File: src/rtl/picorv32_native_axil_master_if.sv
// Bus bundle between the PicoRV32 native memory port and the AXI4-Lite subset bus.
// The bridge uses the master modport; the CPU/RAM side of the bench uses slave.
interface picorv32_native_axil_master_if;
    logic        mem_valid;
    logic        mem_instr;
    logic [31:0] mem_addr;
    logic [31:0] mem_wdata;
    logic [3:0]  mem_wstrb;
    logic        mem_ready;
    logic [31:0] mem_rdata;

    logic [31:0] M_AWADDR;
    logic [2:0]  M_AWPROT;
    logic        M_AWVALID;
    logic        M_AWREADY;
    logic [31:0] M_WDATA;
    logic [3:0]  M_WSTRB;
    logic        M_WVALID;
    logic        M_WREADY;
    logic        M_BVALID;
    logic        M_BREADY;
    logic [31:0] M_ARADDR;
    logic [2:0]  M_ARPROT;
    logic        M_ARVALID;
    logic        M_ARREADY;
    logic [31:0] M_RDATA;
    logic        M_RVALID;
    logic        M_RREADY;

    modport master (
        input  mem_valid, mem_instr, mem_addr, mem_wdata, mem_wstrb,
        output mem_ready, mem_rdata,
        output M_AWADDR, M_AWPROT, M_AWVALID,
        input  M_AWREADY,
        output M_WDATA, M_WSTRB, M_WVALID,
        input  M_WREADY,
        input  M_BVALID,
        output M_BREADY,
        output M_ARADDR, M_ARPROT, M_ARVALID,
        input  M_ARREADY,
        input  M_RDATA, M_RVALID,
        output M_RREADY
    );

    modport slave (
        output mem_valid, mem_instr, mem_addr, mem_wdata, mem_wstrb,
        input  mem_ready, mem_rdata,
        input  M_AWADDR, M_AWPROT, M_AWVALID,
        output M_AWREADY,
        input  M_WDATA, M_WSTRB, M_WVALID,
        output M_WREADY,
        output M_BVALID,
        input  M_BREADY,
        input  M_ARADDR, M_ARPROT, M_ARVALID,
        output M_ARREADY,
        output M_RDATA, M_RVALID,
        input  M_RREADY
    );
endinterface

File: src/rtl/picorv32_native_axil_master.sv
// PicoRV32 native port to AXI4-Lite subset bridge: one transaction at a time,
// fully registered outputs, programmable wait-state timeout with sticky error.
module picorv32_native_axil_master #(
    parameter int          TIMEOUT_CYCLES = 1024,
    parameter logic [31:0] TIMEOUT_RDATA  = 32'hFFFF_FFFF
) (
    input  logic                          aclk,
    input  logic                          areset,
    picorv32_native_axil_master_if.master bus,
    output logic                          timeout_err
);
    typedef enum logic [2:0] {IDLE, WR_AW_W, WR_B, RD_AR, RD_R, RESP} state_t;

    localparam bit          TIMEOUT_EN   = (TIMEOUT_CYCLES != 0);
    localparam logic [31:0] TIMEOUT_LAST = (TIMEOUT_CYCLES > 0) ? 32'(TIMEOUT_CYCLES - 1) : 32'd0;

    state_t      state_reg, state_next;
    logic [31:0] cnt_reg, cnt_next;
    logic [31:0] awaddr_reg, awaddr_next;
    logic [31:0] wdata_reg, wdata_next;
    logic [3:0]  wstrb_reg, wstrb_next;
    logic        awvalid_reg, awvalid_next;
    logic        wvalid_reg, wvalid_next;
    logic        bready_reg, bready_next;
    logic [31:0] araddr_reg, araddr_next;
    logic [2:0]  arprot_reg, arprot_next;
    logic        arvalid_reg, arvalid_next;
    logic        rready_reg, rready_next;
    logic        mem_ready_reg, mem_ready_next;
    logic [31:0] mem_rdata_reg, mem_rdata_next;
    logic        timeout_err_reg, timeout_err_next;

    logic wait_state, timeout_hit, aw_ok, w_ok, wr_both;

    // A channel counts as done once its VALID is low, or it handshakes on this edge.
    always_comb begin
        wait_state  = (state_reg == WR_AW_W) || (state_reg == WR_B) ||
                      (state_reg == RD_AR) || (state_reg == RD_R);
        timeout_hit = TIMEOUT_EN && wait_state && (cnt_reg == TIMEOUT_LAST);
        aw_ok       = !awvalid_reg || bus.M_AWREADY;
        w_ok        = !wvalid_reg || bus.M_WREADY;
        wr_both     = aw_ok && w_ok;
    end

    always_ff @(posedge aclk) begin
        if (areset) begin
            state_reg <= IDLE;
        end else begin
            state_reg <= state_next;
        end
    end

    // Awaited events are tested before the timeout so they win a tie.
    always_comb begin
        state_next = state_reg;
        case (state_reg)
            IDLE: begin
                if (bus.mem_valid) begin
                    state_next = (bus.mem_wstrb != 4'd0) ? WR_AW_W : RD_AR;
                end
            end
            WR_AW_W: begin
                if (wr_both)          state_next = WR_B;
                else if (timeout_hit) state_next = RESP;
            end
            WR_B: begin
                if (bus.M_BVALID || timeout_hit) state_next = RESP;
            end
            RD_AR: begin
                if (bus.M_ARREADY)    state_next = RD_R;
                else if (timeout_hit) state_next = RESP;
            end
            RD_R: begin
                if (bus.M_RVALID || timeout_hit) state_next = RESP;
            end
            RESP:    state_next = IDLE;
            default: state_next = IDLE;
        endcase
    end

    always_comb begin
        cnt_next         = cnt_reg;
        awaddr_next      = awaddr_reg;
        wdata_next       = wdata_reg;
        wstrb_next       = wstrb_reg;
        awvalid_next     = awvalid_reg;
        wvalid_next      = wvalid_reg;
        bready_next      = bready_reg;
        araddr_next      = araddr_reg;
        arprot_next      = arprot_reg;
        arvalid_next     = arvalid_reg;
        rready_next      = rready_reg;
        mem_ready_next   = 1'b0;
        mem_rdata_next   = mem_rdata_reg;
        timeout_err_next = timeout_err_reg;

        if (state_reg == IDLE) begin
            cnt_next = 32'd0;
        end else if (wait_state) begin
            cnt_next = cnt_reg + 32'd1;
        end

        case (state_reg)
            IDLE: begin
                if (bus.mem_valid) begin
                    if (bus.mem_wstrb != 4'd0) begin
                        awaddr_next  = {bus.mem_addr[31:2], 2'b00};
                        wdata_next   = bus.mem_wdata;
                        wstrb_next   = bus.mem_wstrb;
                        awvalid_next = 1'b1;
                        wvalid_next  = 1'b1;
                    end else begin
                        araddr_next  = {bus.mem_addr[31:2], 2'b00};
                        arprot_next  = bus.mem_instr ? 3'b100 : 3'b000;
                        arvalid_next = 1'b1;
                    end
                end
            end
            WR_AW_W: begin
                awvalid_next = awvalid_reg && !bus.M_AWREADY;
                wvalid_next  = wvalid_reg && !bus.M_WREADY;
                if (wr_both) begin
                    bready_next = 1'b1;
                end else if (timeout_hit) begin
                    awvalid_next     = 1'b0;
                    wvalid_next      = 1'b0;
                    mem_ready_next   = 1'b1;
                    timeout_err_next = 1'b1;
                end
            end
            WR_B: begin
                if (bus.M_BVALID) begin
                    bready_next    = 1'b0;
                    mem_ready_next = 1'b1;
                end else if (timeout_hit) begin
                    bready_next      = 1'b0;
                    mem_ready_next   = 1'b1;
                    timeout_err_next = 1'b1;
                end
            end
            RD_AR: begin
                if (bus.M_ARREADY) begin
                    arvalid_next = 1'b0;
                    rready_next  = 1'b1;
                end else if (timeout_hit) begin
                    arvalid_next     = 1'b0;
                    mem_ready_next   = 1'b1;
                    mem_rdata_next   = TIMEOUT_RDATA;
                    timeout_err_next = 1'b1;
                end
            end
            RD_R: begin
                if (bus.M_RVALID) begin
                    rready_next    = 1'b0;
                    mem_ready_next = 1'b1;
                    mem_rdata_next = bus.M_RDATA;
                end else if (timeout_hit) begin
                    rready_next      = 1'b0;
                    mem_ready_next   = 1'b1;
                    mem_rdata_next   = TIMEOUT_RDATA;
                    timeout_err_next = 1'b1;
                end
            end
            default: ;
        endcase
    end

    always_ff @(posedge aclk) begin
        if (areset) begin
            cnt_reg         <= 32'd0;
            awaddr_reg      <= 32'd0;
            wdata_reg       <= 32'd0;
            wstrb_reg       <= 4'd0;
            awvalid_reg     <= 1'b0;
            wvalid_reg      <= 1'b0;
            bready_reg      <= 1'b0;
            araddr_reg      <= 32'd0;
            arprot_reg      <= 3'd0;
            arvalid_reg     <= 1'b0;
            rready_reg      <= 1'b0;
            mem_ready_reg   <= 1'b0;
            mem_rdata_reg   <= 32'd0;
            timeout_err_reg <= 1'b0;
        end else begin
            cnt_reg         <= cnt_next;
            awaddr_reg      <= awaddr_next;
            wdata_reg       <= wdata_next;
            wstrb_reg       <= wstrb_next;
            awvalid_reg     <= awvalid_next;
            wvalid_reg      <= wvalid_next;
            bready_reg      <= bready_next;
            araddr_reg      <= araddr_next;
            arprot_reg      <= arprot_next;
            arvalid_reg     <= arvalid_next;
            rready_reg      <= rready_next;
            mem_ready_reg   <= mem_ready_next;
            mem_rdata_reg   <= mem_rdata_next;
            timeout_err_reg <= timeout_err_next;
        end
    end

    assign bus.mem_ready = mem_ready_reg;
    assign bus.mem_rdata = mem_rdata_reg;
    assign bus.M_AWADDR  = awaddr_reg;
    assign bus.M_AWPROT  = 3'b000;
    assign bus.M_AWVALID = awvalid_reg;
    assign bus.M_WDATA   = wdata_reg;
    assign bus.M_WSTRB   = wstrb_reg;
    assign bus.M_WVALID  = wvalid_reg;
    assign bus.M_BREADY  = bready_reg;
    assign bus.M_ARADDR  = araddr_reg;
    assign bus.M_ARPROT  = arprot_reg;
    assign bus.M_ARVALID = arvalid_reg;
    assign bus.M_RREADY  = rready_reg;
    assign timeout_err   = timeout_err_reg;
endmodule

File: src/flat_wrapper.sv
// flat-port wrapper written by rule: the top's interface ports become plain ports
module picorv32_native_axil_master_flat 
#(
    parameter int          TIMEOUT_CYCLES = 1024,
    parameter logic [31:0] TIMEOUT_RDATA  = 32'hFFFF_FFFF
)
  (aclk, areset, timeout_err, bus_mem_valid, bus_mem_instr, bus_mem_addr, bus_mem_wdata, bus_mem_wstrb, bus_mem_ready, bus_mem_rdata, bus_M_AWADDR, bus_M_AWPROT, bus_M_AWVALID, bus_M_AWREADY, bus_M_WDATA, bus_M_WSTRB, bus_M_WVALID, bus_M_WREADY, bus_M_BVALID, bus_M_BREADY, bus_M_ARADDR, bus_M_ARPROT, bus_M_ARVALID, bus_M_ARREADY, bus_M_RDATA, bus_M_RVALID, bus_M_RREADY);
  picorv32_native_axil_master_if bus_i ();
  input  logic aclk;
  input  logic areset;
  output logic timeout_err;
  input wire logic [$bits(bus_i.mem_valid)-1:0] bus_mem_valid;
  input wire logic [$bits(bus_i.mem_instr)-1:0] bus_mem_instr;
  input wire logic [$bits(bus_i.mem_addr)-1:0] bus_mem_addr;
  input wire logic [$bits(bus_i.mem_wdata)-1:0] bus_mem_wdata;
  input wire logic [$bits(bus_i.mem_wstrb)-1:0] bus_mem_wstrb;
  output wire logic [$bits(bus_i.mem_ready)-1:0] bus_mem_ready;
  output wire logic [$bits(bus_i.mem_rdata)-1:0] bus_mem_rdata;
  output wire logic [$bits(bus_i.M_AWADDR)-1:0] bus_M_AWADDR;
  output wire logic [$bits(bus_i.M_AWPROT)-1:0] bus_M_AWPROT;
  output wire logic [$bits(bus_i.M_AWVALID)-1:0] bus_M_AWVALID;
  input wire logic [$bits(bus_i.M_AWREADY)-1:0] bus_M_AWREADY;
  output wire logic [$bits(bus_i.M_WDATA)-1:0] bus_M_WDATA;
  output wire logic [$bits(bus_i.M_WSTRB)-1:0] bus_M_WSTRB;
  output wire logic [$bits(bus_i.M_WVALID)-1:0] bus_M_WVALID;
  input wire logic [$bits(bus_i.M_WREADY)-1:0] bus_M_WREADY;
  input wire logic [$bits(bus_i.M_BVALID)-1:0] bus_M_BVALID;
  output wire logic [$bits(bus_i.M_BREADY)-1:0] bus_M_BREADY;
  output wire logic [$bits(bus_i.M_ARADDR)-1:0] bus_M_ARADDR;
  output wire logic [$bits(bus_i.M_ARPROT)-1:0] bus_M_ARPROT;
  output wire logic [$bits(bus_i.M_ARVALID)-1:0] bus_M_ARVALID;
  input wire logic [$bits(bus_i.M_ARREADY)-1:0] bus_M_ARREADY;
  input wire logic [$bits(bus_i.M_RDATA)-1:0] bus_M_RDATA;
  input wire logic [$bits(bus_i.M_RVALID)-1:0] bus_M_RVALID;
  output wire logic [$bits(bus_i.M_RREADY)-1:0] bus_M_RREADY;
  assign bus_i.mem_valid = bus_mem_valid;
  assign bus_i.mem_instr = bus_mem_instr;
  assign bus_i.mem_addr = bus_mem_addr;
  assign bus_i.mem_wdata = bus_mem_wdata;
  assign bus_i.mem_wstrb = bus_mem_wstrb;
  assign bus_mem_ready = bus_i.mem_ready;
  assign bus_mem_rdata = bus_i.mem_rdata;
  assign bus_M_AWADDR = bus_i.M_AWADDR;
  assign bus_M_AWPROT = bus_i.M_AWPROT;
  assign bus_M_AWVALID = bus_i.M_AWVALID;
  assign bus_i.M_AWREADY = bus_M_AWREADY;
  assign bus_M_WDATA = bus_i.M_WDATA;
  assign bus_M_WSTRB = bus_i.M_WSTRB;
  assign bus_M_WVALID = bus_i.M_WVALID;
  assign bus_i.M_WREADY = bus_M_WREADY;
  assign bus_i.M_BVALID = bus_M_BVALID;
  assign bus_M_BREADY = bus_i.M_BREADY;
  assign bus_M_ARADDR = bus_i.M_ARADDR;
  assign bus_M_ARPROT = bus_i.M_ARPROT;
  assign bus_M_ARVALID = bus_i.M_ARVALID;
  assign bus_i.M_ARREADY = bus_M_ARREADY;
  assign bus_i.M_RDATA = bus_M_RDATA;
  assign bus_i.M_RVALID = bus_M_RVALID;
  assign bus_M_RREADY = bus_i.M_RREADY;
  picorv32_native_axil_master #(.TIMEOUT_CYCLES(TIMEOUT_CYCLES), .TIMEOUT_RDATA(TIMEOUT_RDATA)) u_core (.aclk(aclk), .areset(areset), .bus(bus_i), .timeout_err(timeout_err));
endmodule
File: config.mk
export PLATFORM = sky130hd
export DESIGN_NAME = picorv32_native_axil_master_flat
export DESIGN_NICKNAME = d
export VERILOG_FILES = /design/src/rtl/picorv32_native_axil_master_if.sv /design/src/rtl/picorv32_native_axil_master.sv /design/src/flat_wrapper.sv
export SDC_FILE = /design/constraint.sdc
export NUM_CORES = 1
export LEC_CHECK = 0
export BUFFER_PORTS_ARGS = -buffer_cell sky130_fd_sc_hd__buf_2
export CORE_MARGIN = 10
export CORE_UTILIZATION = 25
export CTS_BUF_LIST = sky130_fd_sc_hd__clkbuf_2
export CTS_CLUSTER_DIAMETER = 120
export DETAILED_ROUTE_END_ITERATION = 7
export SETUP_SLACK_MARGIN = 0.2
export SLEW_MARGIN = 20
export SYNTH_ARGS = -nofsm -noshare
export SYNTH_HDL_FRONTEND = slang
export SYNTH_SLANG_ARGS = --single-unit
File: constraint.sdc
create_clock -name aclk -period 2.7 [get_ports aclk]
set_input_delay 0.54 -clock aclk [delete_from_list [all_inputs] [get_ports aclk]]
set_output_delay 0.54 -clock aclk [all_outputs]
set_load 0.005 [all_outputs]
==> results.cfg <==
[synthesis]
synth_edf_count = 0
synth_ff_type = dfxtp_1
synthCells = 849
synth-seq-area-share = 0.510
synth_cell_types = 43
yosys_warnings = 0
avgSynthCellArea_um2 = 7.91
synth_area_um2 = 6710
synthArstFlopShare = 0
yosys_register_bits = 171

[clocking]
cts_setup_buffers = 0
clock_latency_ns = 0.77
cts_tree = built
cts_buffers = 17
clk_path_buf_depth = 2
clk_pin_slew_ns = 0.29
cts_root_buf = clkbuf_2
cts.sink_count = 171
cts.htree.levels = 4

[worst_setup_path]
startpoint = u_core.state_reg[0]
crit_path_cell_trace = o21a_1 > or3_1 > nor4_2 > buf_4 > o21ai_4 > buf_12 > a211oi_1
r2r_slack_ns = 0.38
r2r_cells = 7
r2r_end = u_core.bus.mem_rdata[4]
cp-start-kind = flip-flop
critPathSlowestCell = dfxtp_1
required_ns = 3.34
critPathMaxStageDelay_ns = 0.47
arrival_ns = 2.96
critical_path_class = flip-flop to flip-flop
rr_startpoint = u_core.state_reg[0]
worst_setup_path_end_kind = flip-flop
path_max_fanout = 21

[detailed_routing]
wl_per_cell_um = 14.7
drt_wl_total_mm = 22.2
drtPass1Iterations = 5
drt_iter0_markers = 318
ant_nets = 0
vias = 6814
vias_per_cell = 4.51
drc = 0

[global_routing]
antenna_found_initial = 4
grt_pass1_vias = 6823
gr-usage-met1 = 0.141
gr-usage-met2 = 0.212
grt.busiest_layer = met2
use_met3 = 0.0636
grt-ovfl-total = 0
grt_first_pass_wirelength_mm = 35.5
grt_max_degree = 67
track_usage = 0.128

[place]
io_buffers = 242
dpl_cell_area_um2 = 8260
hpwl_mm = 14.7
gp_congestion = 0.780

[power]
internal-power_mw = 3.30
switching_share = 0.323
power_density_nw_per_um2 = 517
seq_power_share = 0.554
cellLeakagePower_nw = 3.91
p_switching_mw = 1.58
clockPowerShare = 0.283
p_comb_frac = 0.163
vdd_drop_max_v = 0.000290

[sta]
post-route-period-util = 0.859
fin_setup_tns_ns = 0
hold_viol_final = 0
max_slew_margin = 0.514
finalMaxSlewViolations = 0
max_freq_mhz = 431
tightest_slew_ns = 0.729
finalSetupViolCount = 0
finClkSkew_ns = 0.0612
rsz0062_at_grt = false
period_needed_ns = 2.32

[min_path]
holdPathStages = 3
min_from = bus_M_RDATA[31]
min_path_type = primary input to flip-flop
min_to = u_core.bus.mem_rdata[31]

[layout]
area_growth_syn_to_layout_pct = 40.6
final_cell_area_um2 = 9430
drive_above_1_share = 0.256
num-nets-final = 1273

[floorplanning]
initial_core_util = 0.256
num_rows = 59
die_w_um = 184
ioPinCount = 254
die_area_um2 = 33800
fp.dieH_um = 184
coreArea_um2 = 26200

[run]
max_cap_viol_count = 0

[status]
run_status = completed
cells by family (layout without fill, tap and decap cells):
kind of cell | after synthesis | count (layout) | share of synthesized area
AOI/OAI and AO/OA | 179 | 179 | 0.155
xor gates and xnor gates | 24 | 24 | 0.0313
adders and majority gates | 1 | 1 | 0.00186
buffers and inverters | 109 | 427 | 0.0675
DFF | 171 | 171 | 0.510
muxes | 1 | 1 | 0.00168
other | 1 | 11 | 0.000559
and+or+nand+nor | 363 | 363 | 0.232
worst max-delay path: cells and delay by family, from the launching register on:
| family | cells | cell delay (ns) |
|---|---|---|
| compound gates | 3 | 0.67 |
| buf+inv | 2 | 0.45 |
| flops | 1 | 0.47 |
| simple gates | 2 | 0.64 |
metal layers:
| metal | wire [µm] | up-vias |
|---|---|---|
| li1 | - | 3418 |
| met1 | 9070 | 3141 |
| met2 | 10400 | 222 |
| met3 | 2250 | 29 |
| met4 | 467 | 4 |
| met5 | 29 | - |
worst max-delay path by stage:
stage,slack [ns],endpoint,cells after the start
final,0.38,u_core.bus.mem_rdata[4],7
after floorplan,0.62,u_core.bus.mem_ready,8
after global placement,0.44,u_core.bus.mem_rdata[15],7
after global routing,0.25,u_core.bus.mem_rdata[9],8
after detailed placement,0.39,u_core.bus.mem_rdata[12],7
after CTS,0.32,u_core.bus.mem_rdata[12],7
layout by cell type (no fill, tap or decap), types with 18 or more instances in the layout:
master and n:
dfxtp_1 171, buf_2 241, xnor2_1 23, nand2_1 205, a21oi_1 111, dlygate4sd3_1 93, a211oi_1 33, nor4_1 18
inv_1 44, nor2_1 75
through the flow:
stage	cells	setup slack [ns]	utilization	total power, mW	hold slack [ns]
CTS	1509	0.320	0.359	4.97	0.0125
finish	1512	0.382	0.360	4.88	0.0823
global route	1511	0.252	0.360	5.16	0.00845
floorplan	857	0.622	-	3.12	0.442
detailed placement	1386	0.393	0.315	3.44	0.439
global placement	1386	0.440	0.315	3.43	0.436
what timing repair did:
action,4_1_cts,5_1_grt
endpoints found under the hold margin,121,1
hold buffers,92,1
gates resized for setup,0,1
setup endpoints to repair,0,12
power groups by stage:
stage	Sequential (mW)	Combinational [mW]	Clock (mW)
after global routing	2.72	0.893	1.54
final	2.70	0.798	1.38
after global placement	2.74	0.688	0
after CTS	2.70	0.802	1.46
after floorplan	2.76	0.362	0
after detailed placement	2.75	0.696	0
synth_stat cells (all sizes together) (2+ instances only):
library cell	count	area (µm²)
a211oi	33	248
a21oi	111	556
a22oi	5	37.5
a31oi	3	18.8
and2	2	12.5
and3	2	12.5
and4	5	43.8
buf	16	104
clkbuf	49	184
dfxtp	171	3420
inv	44	165
nand2	206	773
nand2b	2	12.5
nand3	9	45.0
nand4	4	25.0
nor2	77	289
nor2b	5	31.3
nor3	16	80.1
nor4	19	125
o211a	2	20.0
o21a	4	30.0
o21ai	15	75.1
o31ai	2	15.0
or2	2	12.5
or3	9	56.3
or3b	2	17.5
xnor2	23	201
area by class of cell:
class | count | area [µm²]
antenna | 2 | 5.00
clock buffer | 17 | 85.1
clock inverter | 14 | 150
fill | 2675 | 16800
inverter | 44 | 165
multi-input combinational | 577 | 2890
sequential | 171 | 3420
tap | 335 | 419
timing repair buffer | 352 | 2300
Power figures use the tool's default switching activity.
